$ cat src/rtl/weight_ram_loader.sv
// Streams weight bytes over valid/ready into the 128 x 8 weight RAM write port.
// Define WEIGHT_CHECKSUM_EN to require a trailing checksum byte and add checksum_err.
module weight_ram_loader #(
    parameter int ADDR_W = 7,
    parameter int DATA_W = 8,
    parameter int LEN_W  = 8
) (
    input  logic              clk,
    input  logic              reset,
    input  logic              start,
    input  logic [ADDR_W-1:0] base_addr,
    input  logic [LEN_W-1:0]  length,
    input  logic [DATA_W-1:0] in_data,
    input  logic              in_valid,
    output logic              in_ready,
    input  logic              hold,
    output logic              ram_we,
    output logic [ADDR_W-1:0] ram_addr,
    output logic [DATA_W-1:0] ram_din,
    output logic              busy,
    output logic              done,
    output logic [LEN_W-1:0]  words_written,
    output logic              wrapped
`ifdef WEIGHT_CHECKSUM_EN
    ,
    output logic              checksum_err
`endif
);

    typedef enum logic [1:0] {
        IDLE,
        LOAD,
        FINISH
    } state_t;

    state_t            state;
    logic [ADDR_W-1:0] ptr;
    logic [LEN_W-1:0]  remaining;
    logic              accept;
    logic              data_phase;

`ifdef WEIGHT_CHECKSUM_EN
    logic [7:0]        sum;
    logic [7:0]        sum_next;

    // Once every data byte is in, the next accepted byte is the checksum.
    assign data_phase = (remaining != '0);
    assign sum_next   = sum + 8'(in_data);
`else
    assign data_phase = 1'b1;
`endif

    assign in_ready = (state == LOAD) && !hold;
    assign accept   = in_valid && in_ready;

    // NOTE: all state and registered outputs are updated with non-blocking
    // assignments so every branch sees the pre-edge values of the others.
    always_ff @(posedge clk or negedge reset) begin
        if (!reset) begin
            state         <= IDLE;
            ptr           <= '0;
            remaining     <= '0;
            ram_we        <= 1'b0;
            ram_addr      <= '0;
            ram_din       <= '0;
            busy          <= 1'b0;
            done          <= 1'b0;
            words_written <= '0;
            wrapped       <= 1'b0;
`ifdef WEIGHT_CHECKSUM_EN
            sum           <= '0;
            checksum_err  <= 1'b0;
`endif
        end else begin
            ram_we <= 1'b0;
            done   <= 1'b0;
            case (state)
                IDLE: begin
                    if (start) begin
                        ptr           <= base_addr;
                        remaining     <= length;
                        words_written <= '0;
                        wrapped       <= 1'b0;
                        busy          <= 1'b1;
`ifdef WEIGHT_CHECKSUM_EN
                        sum           <= '0;
                        checksum_err  <= 1'b0;
                        state         <= LOAD;
`else
                        if (length == '0) begin
                            done  <= 1'b1;
                            state <= FINISH;
                        end else begin
                            state <= LOAD;
                        end
`endif
                    end
                end

                LOAD: begin
                    if (accept) begin
                        if (data_phase) begin
                            ram_we        <= 1'b1;
                            ram_addr      <= ptr;
                            ram_din       <= in_data;
                            ptr           <= ptr + 1'b1;
                            remaining     <= remaining - LEN_W'(1);
                            words_written <= words_written + LEN_W'(1);
                            if (ptr == '1) begin
                                wrapped <= 1'b1;
                            end
                        end
`ifdef WEIGHT_CHECKSUM_EN
                        sum <= sum_next;
                        if (!data_phase) begin
                            checksum_err <= (sum_next != 8'h00);
                            done         <= 1'b1;
                            state        <= FINISH;
                        end
`else
                        if (remaining == LEN_W'(1)) begin
                            state <= FINISH;
                        end
`endif
                    end
                end

                FINISH: begin
                    // Entries with no write in flight raise done on the way in;
                    // otherwise done follows the final write by one cycle.
                    done  <= !done;
                    busy  <= 1'b0;
                    state <= IDLE;
                end

                default: begin
                    state <= IDLE;
                end
            endcase
        end
    end

endmodule

$ cat config.mk
export PLATFORM = sky130hd
export DESIGN_NAME = weight_ram_loader
export DESIGN_NICKNAME = d
export VERILOG_FILES = /design/src/rtl/weight_ram_loader.sv
export SDC_FILE = /design/constraint.sdc
export NUM_CORES = 1
export LEC_CHECK = 0
export ABC_AREA = 1
export CAP_MARGIN = 20
export CORE_ASPECT_RATIO = 0.5
export CORE_MARGIN = 1.5
export CORE_UTILIZATION = 54
export DETAILED_ROUTE_END_ITERATION = 16
export MAX_ROUTING_LAYER = met4
export PLACE_DENSITY = 0.84
export SLEW_MARGIN = 25
export SYNTH_ARGS = -nofsm -noshare
export SYNTH_HDL_FRONTEND = slang
export SYNTH_SLANG_ARGS = --single-unit
$ cat constraint.sdc
create_clock -name clk -period 1.9 [get_ports clk]
set_input_delay 0.285 -clock clk [delete_from_list [all_inputs] [get_ports clk]]
set_output_delay 0.285 -clock clk [all_outputs]
set_load 0.005 [all_outputs]
# Word-level counts from Yosys, hierarchy flattened
# Cells that the tools add are included.
word_totals:
  ff_bits: 44
  inputBits: 28
  output_inout_bits: 28
  elab_cells: 59
classes:
  n_addsub: 3
  n_eq_ne: 8
  muxes: 25
  reduce_logical: 13
ops:
  columns: ["op", "n"]
  rows:
  - ["$mux 8", 4]
  - ["$pmux 8 s2", 2]
  - ["$mux 7", 2]
  - ["$pmux 7 s2", 1]
  - ["$add 8x1->8 const B", 1]
  - ["$eq 8x1->1 const B", 1]
  - ["$logic_not 8->1", 1]
  - ["$mux 1", 8]
  - ["$mux 2", 4]
  - ["$sub 8x1->8 const B", 1]
  - ["$add 7x1->7 const B", 1]
  - ["$eq 7x7->1 const B", 1]
  - ["$pmux 1 s2", 3]
  - ["$reduce_and 3->1", 2]
  - ["$ne 2x1->1 const B", 2]
  - ["$ne 2x2->1 const B", 2]
  - ["$pmux 2 s2", 1]
  - ["$reduce_and 2->1", 2]
  - ["$reduce_and 4->1", 1]
  - ["$reduce_bool 2->1", 2]
  - ["$eq 2x1->1 const B", 1]
  - ["$eq 2x2->1 const B", 1]
  - ["$logic_and 1x1->1", 2]
  - ["$logic_not 1->1", 2]
  - ["$logic_not 2->1", 1]

# Longest topological paths before layout
depth:
  word_depth: 5
  mapped_depth: 9
  ltp_nobuf: 8

# Least setup slack after synthesis
# Ideal clock, no wire load.
synth_path:
  kind: "register to register"
  startpoint: "reg state[0]"
  endpoint: "reg remaining[3]"
  setup_ns: 0.120
  t_arrival_ns: 1.113
  required_time_ns: 1.780
  slack_ns: 0.666
  stages_incl_launch_ff: 9
  path_buffers: 2
  synth_period_minus_slack_ns: 1.234
  cell_sequence: "dfrtp_1 > buf_4 > inv_4 > nor2_8 > o21ai_2 > nand3_4 > buf_6 > o21ai_1 > nand2_1"
synth_via:
  elab_chain_len: 5
  word_cells_on_any_way: 9
  classes_between: "eq/ne: 3; mux: 1; reduce/logical: 5"
synth_lines:
  columns: ["item", "line_no", "text"]
  rows:
  - ["start: declaration", "36", "state_t state;"]
  - ["start signal: assignment", "60", "state <= IDLE;"]
  - ["start signal: assignment", "92", "state <= FINISH;"]
  - ["start signal: assignment", "94", "state <= LOAD;"]
  - ["$eq 2x1->1", "53, 77", null]
  - ["$logic_and 1x1->1", "53", "assign in_ready = (state == LOAD) && !hold;"]
  - ["$logic_and 1x1->1", "54", "assign accept = in_valid && in_ready;"]
  - ["$ne 2x2->1 (no source line)", null, null]
  - ["$reduce_and 3->1 (no source line)", null, null]
  - ["end signal: assignment", "81", "remaining <= length;"]
  - ["end signal: assignment", "107", "remaining <= remaining - LEN_W'(1);"]
  - ["end: declaration", "38", "logic [LEN_W-1:0] remaining;"]
# Several ways; a longest one is shown, not always the timed one.
# A chain may end at the register's enable or synchronous reset.

# Worst setup path in the final report
layout_path:
  startpoint: "reg state[1]"
  endpoint: "out in_ready"
layout_via:
  elab_chain_len: 2
layout_lines:
  columns: ["item", "line_no", "text"]
  rows:
  - ["$eq 2x1->1", "53", null]
  - ["$logic_and 1x1->1", "53", null]
  - ["end: declaration", "15", "output logic in_ready,"]
# Every way passes these cells.

==> results <==
- The flow ran to the end, and the final reports show no timing, DRC or antenna violations.
- The minimum clock period is 1810 ps.
- Wires add up to just under 6000 µm.
- The transition at the pin with the smallest max-transition slack is 566 ps.
- The total power draw is ~5000 µW.
- The filler cells instantiated in the layout total roughly 300.
- The layout net count is 414.
- The number of port buffers is 55.
- For the final database, setup skew stands at 7.27 ps.
- The capturing element type of the critical path is an output pin.
- The critical path is of the register to output pin type.
- For this block, the initial DRC count from the detailed router was 119.
- Global routing consumed, over all layers together, between 20% and 30% of the routing resources.
- Once the floorplan was initialized, standard cells occupied 59.2% of the core.
- Entering global routing, the biggest net connects 45 pins.
- The leading cell type in the layout, fill and taps excluded is sky130_fd_sc_hd__nand2_1.
- The total number of vias is 2280.
- The number of distinct standard cells referenced by the synthesized netlist is 27.
- STA classifies the critical path startpoint as a register.
- In this run the static leakage power is 0.00153 µW.
- The synthesized design contains 44 register bits.
- After synthesis, the mean cell area works out to 7.50 µm².
- The number of buffers created by CTS is 5.
- The initial antenna violation count is 0.
- The prevailing post-synth register cell is sky130_fd_sc_hd__dfrtp_1.
- Dividing the final minimum period by the clock period gives about 95%.
- The first global-routing pass estimated 9920 µm of wire.
- 0 antenna diodes ended up in the layout.
- The worst max-slew margin expressed relative to the limit is 62.3%.
- Hold is met by 36.4 ps.
- The maximum buffer depth of the clock tree is 2.
- Measured in cells, the most critical reg-to-reg path has a length of 9.
- TritonCTS built the clock tree.
- The share of the Yosys chip area taken by registers is 45.3%.
- The number of rows in the core area is 16.
- The area of the mapped netlist is 2430 µm².
- Across the whole layout, storage elements account for 1100 µm².
- The required time reported for the critical path endpoint is 1620 ps.
- Routability-driven placement finished with a final weighted congestion of a little under 0.9.
- Before antenna repair, the detailed router went through 5 iterations.
- The clock tree synthesis step divided the H-tree into 2 levels.
- The share of post-route cells with drive strength above 1 is 9.14%.
- After detailed routing, the average wire length per cell comes to 13.3 µm.
- The number of endpoints with negative hold slack in the final report is 0.
- The number of hold buffers added after CTS was 0.
- The later-pin clock latency in the skew report is between 300 and 400 ps.
- Data on the critical path arrives at its endpoint at between 1500 and 2000 ps.
- For the final routed database, the setup TNS stands at 0 ps.
- The DRC violation count after routing is 0.
- The reg-to-reg endpoint is remaining[5].
- The detail route stage leaves a number of antenna-violating nets equal to 0.
- The setup-violating endpoint count in the final report is 0.
- In the synthesized netlist, the number of instances is 324.
- The detail-routed via count per cell is 5.22.
- The number of top-level pins is 56.
- The count of yosys warnings during synthesis is 0.
- Counting flops with an async set or reset pin after synthesis yields a share of 100%.
- The root buffer cell chosen for the clock tree is sky130_fd_sc_hd__clkbuf_8.
- The library cells used most frequently in the layout, excluding fill and tap cells, are 122 x sky130_fd_sc_hd__nand2_1, 54 x sky130_fd_sc_hd__clkdlybuf4s50_1, 44 x sky130_fd_sc_hd__dfrtp_1.
- Measured along the x axis, the die boundary spans 97.8 µm.
- The reg-to-reg critical path startpoint is state[0].
- The die height is 50.4 µm.
- The number of pins with negative max-slew slack in the final report was 0.
- The area of the multi-input gates is approximately 1100 µm².
- Clock-pin slew was measured on the worst setup and hold paths at approximately 90 ps.
- The floorplan step defined a core boundary enclosing 4100 µm².
- The maximum clock rate is roughly 550 MHz.
- Across the VDD grid, the largest voltage drop is 809 µV.
- Clock tree synthesis found a total of 44 sinks.
- The die covers slightly below 5000 µm².
- The via count of the first global-routing pass is ~2100.
- Compared with the post-synthesis result, the final layout area differs by 28.5%.
- The synthesized design contains 0 enable-type register cells.
- The worst min-delay path class is input port to asynchronous set/reset pin.
- For this design the ratio of total power to cell area is between 1500 and 2000 nW/µm².
- Of all nets on the critical path, the largest fanout is 3.
- Across the run, the number of max-cap violations was 0.
- The number of nets in the synthesized netlist is 356.
- The total half-perimeter wirelength after legalization and detailed placement is 4110 µm.
- The register-to-register path setup slack is 320 ps.
- The total overflow reported by the global router is 0.
- Setup repair after global routing left no endpoint under its margin.
[where the power goes]
group / leakage [µW] / internal, µW / switching (µW)
Clock: 0.0000548 / 396 / 364
Combinational: 0.000914 / 1080 / 1490
Sequential: 0.000559 / 1320 / 334
[cell usage after synthesis (2+ instances only)]
cell	count	area, µm²
sky130_fd_sc_hd__buf_4	4	30.0
sky130_fd_sc_hd__nand4_1	4	25.0
sky130_fd_sc_hd__o21ai_2	8	70.1
sky130_fd_sc_hd__dfrtp_1	44	1100
sky130_fd_sc_hd__o22ai_1	2	12.5
sky130_fd_sc_hd__inv_4	2	12.5
sky130_fd_sc_hd__inv_1	33	124
sky130_fd_sc_hd__nor2_1	26	97.6
sky130_fd_sc_hd__or2_2	2	12.5
sky130_fd_sc_hd__o21ai_1	8	40.0
sky130_fd_sc_hd__nand3b_1	3	22.5
sky130_fd_sc_hd__nand2_1	122	458
sky130_fd_sc_hd__ha_1	4	50.1
sky130_fd_sc_hd__buf_6	2	22.5
sky130_fd_sc_hd__nand3_1	27	135
sky130_fd_sc_hd__buf_2	4	20.0
sky130_fd_sc_hd__a21oi_1	3	15.0
sky130_fd_sc_hd__o21ai_0	17	85.1
[how the worst max path moves through the flow]
stage               startpoint            to  cells after the start
global placement      in_valid  remaining[5]                      8
detailed placement    in_valid  remaining[5]                      8
global route          state[0]      in_ready                      5
floorplan             state[0]  remaining[3]                      8
CTS                   state[1]      in_ready                      4
finish                state[1]      in_ready                      4
[state kept, by name, indices dropped and copies added, names as in the netlist]
signal         cells
state              2
ram_din            8
ram_addr           7
ram_we             1
remaining          8
ptr                7
words_written      8
busy               1
wrapped            1
done               1
[metal layers]
metal | vias up | share of wire [%] | track usage (%)
li1 | 1137 | - | -
met1 | 1072 | 46 | 34.1
met2 | 67 | 47 | 42.6
met3 | 4 | 6.5 | 5.43
met4 | 0 | 0.67 | 7.62
met5 | - | 0 | -
[what timing repair did]
| item | CTS | global route |
|---|---|---|
| setup buffers | 1 | 0 |
| hold endpoints to repair | 0 | 0 |
| setup endpoints to repair | 1 | 0 |
| gates resized for setup | 0 | 0 |
[final cells by class]
class	count	area share, %
tap	54	2.16
clock buffer	5	2.20
inverter	36	4.49
timing repair buffer	62	19.2
clock inverter	3	1.48
sequential	44	35.3
multi-input combinational	233	35.2
[critical path: stages (launching register included)]
cell and delay [ps]:
sky130_fd_sc_hd__dfrtp_1 470, sky130_fd_sc_hd__nor2_8 130, sky130_fd_sc_hd__inv_2 40, sky130_fd_sc_hd__nor2_1 80, sky130_fd_sc_hd__clkdlybuf4s50_1 500
[logic make-up after synthesis]
logic type      synth area share (%)
simple gates                    33.4
buf+inv                         9.38
compound gates                  9.84
flops                           45.3
fa+ha+maj                       2.06
[per-stage QoR]
step,instances,setup WS [ps],area [µm²],util [%]
4_1_cts,437,80.3,3120,76.1
6_report,437,89.8,3120,76.1
3_3_place_gp,428,157,3000,73.1
5_1_grt,437,6.14,3120,76.1
2_1_floorplan,324,666,2430,-
3_5_place_dp,428,117,3000,73.1
Power figures use the tool's default switching activity.
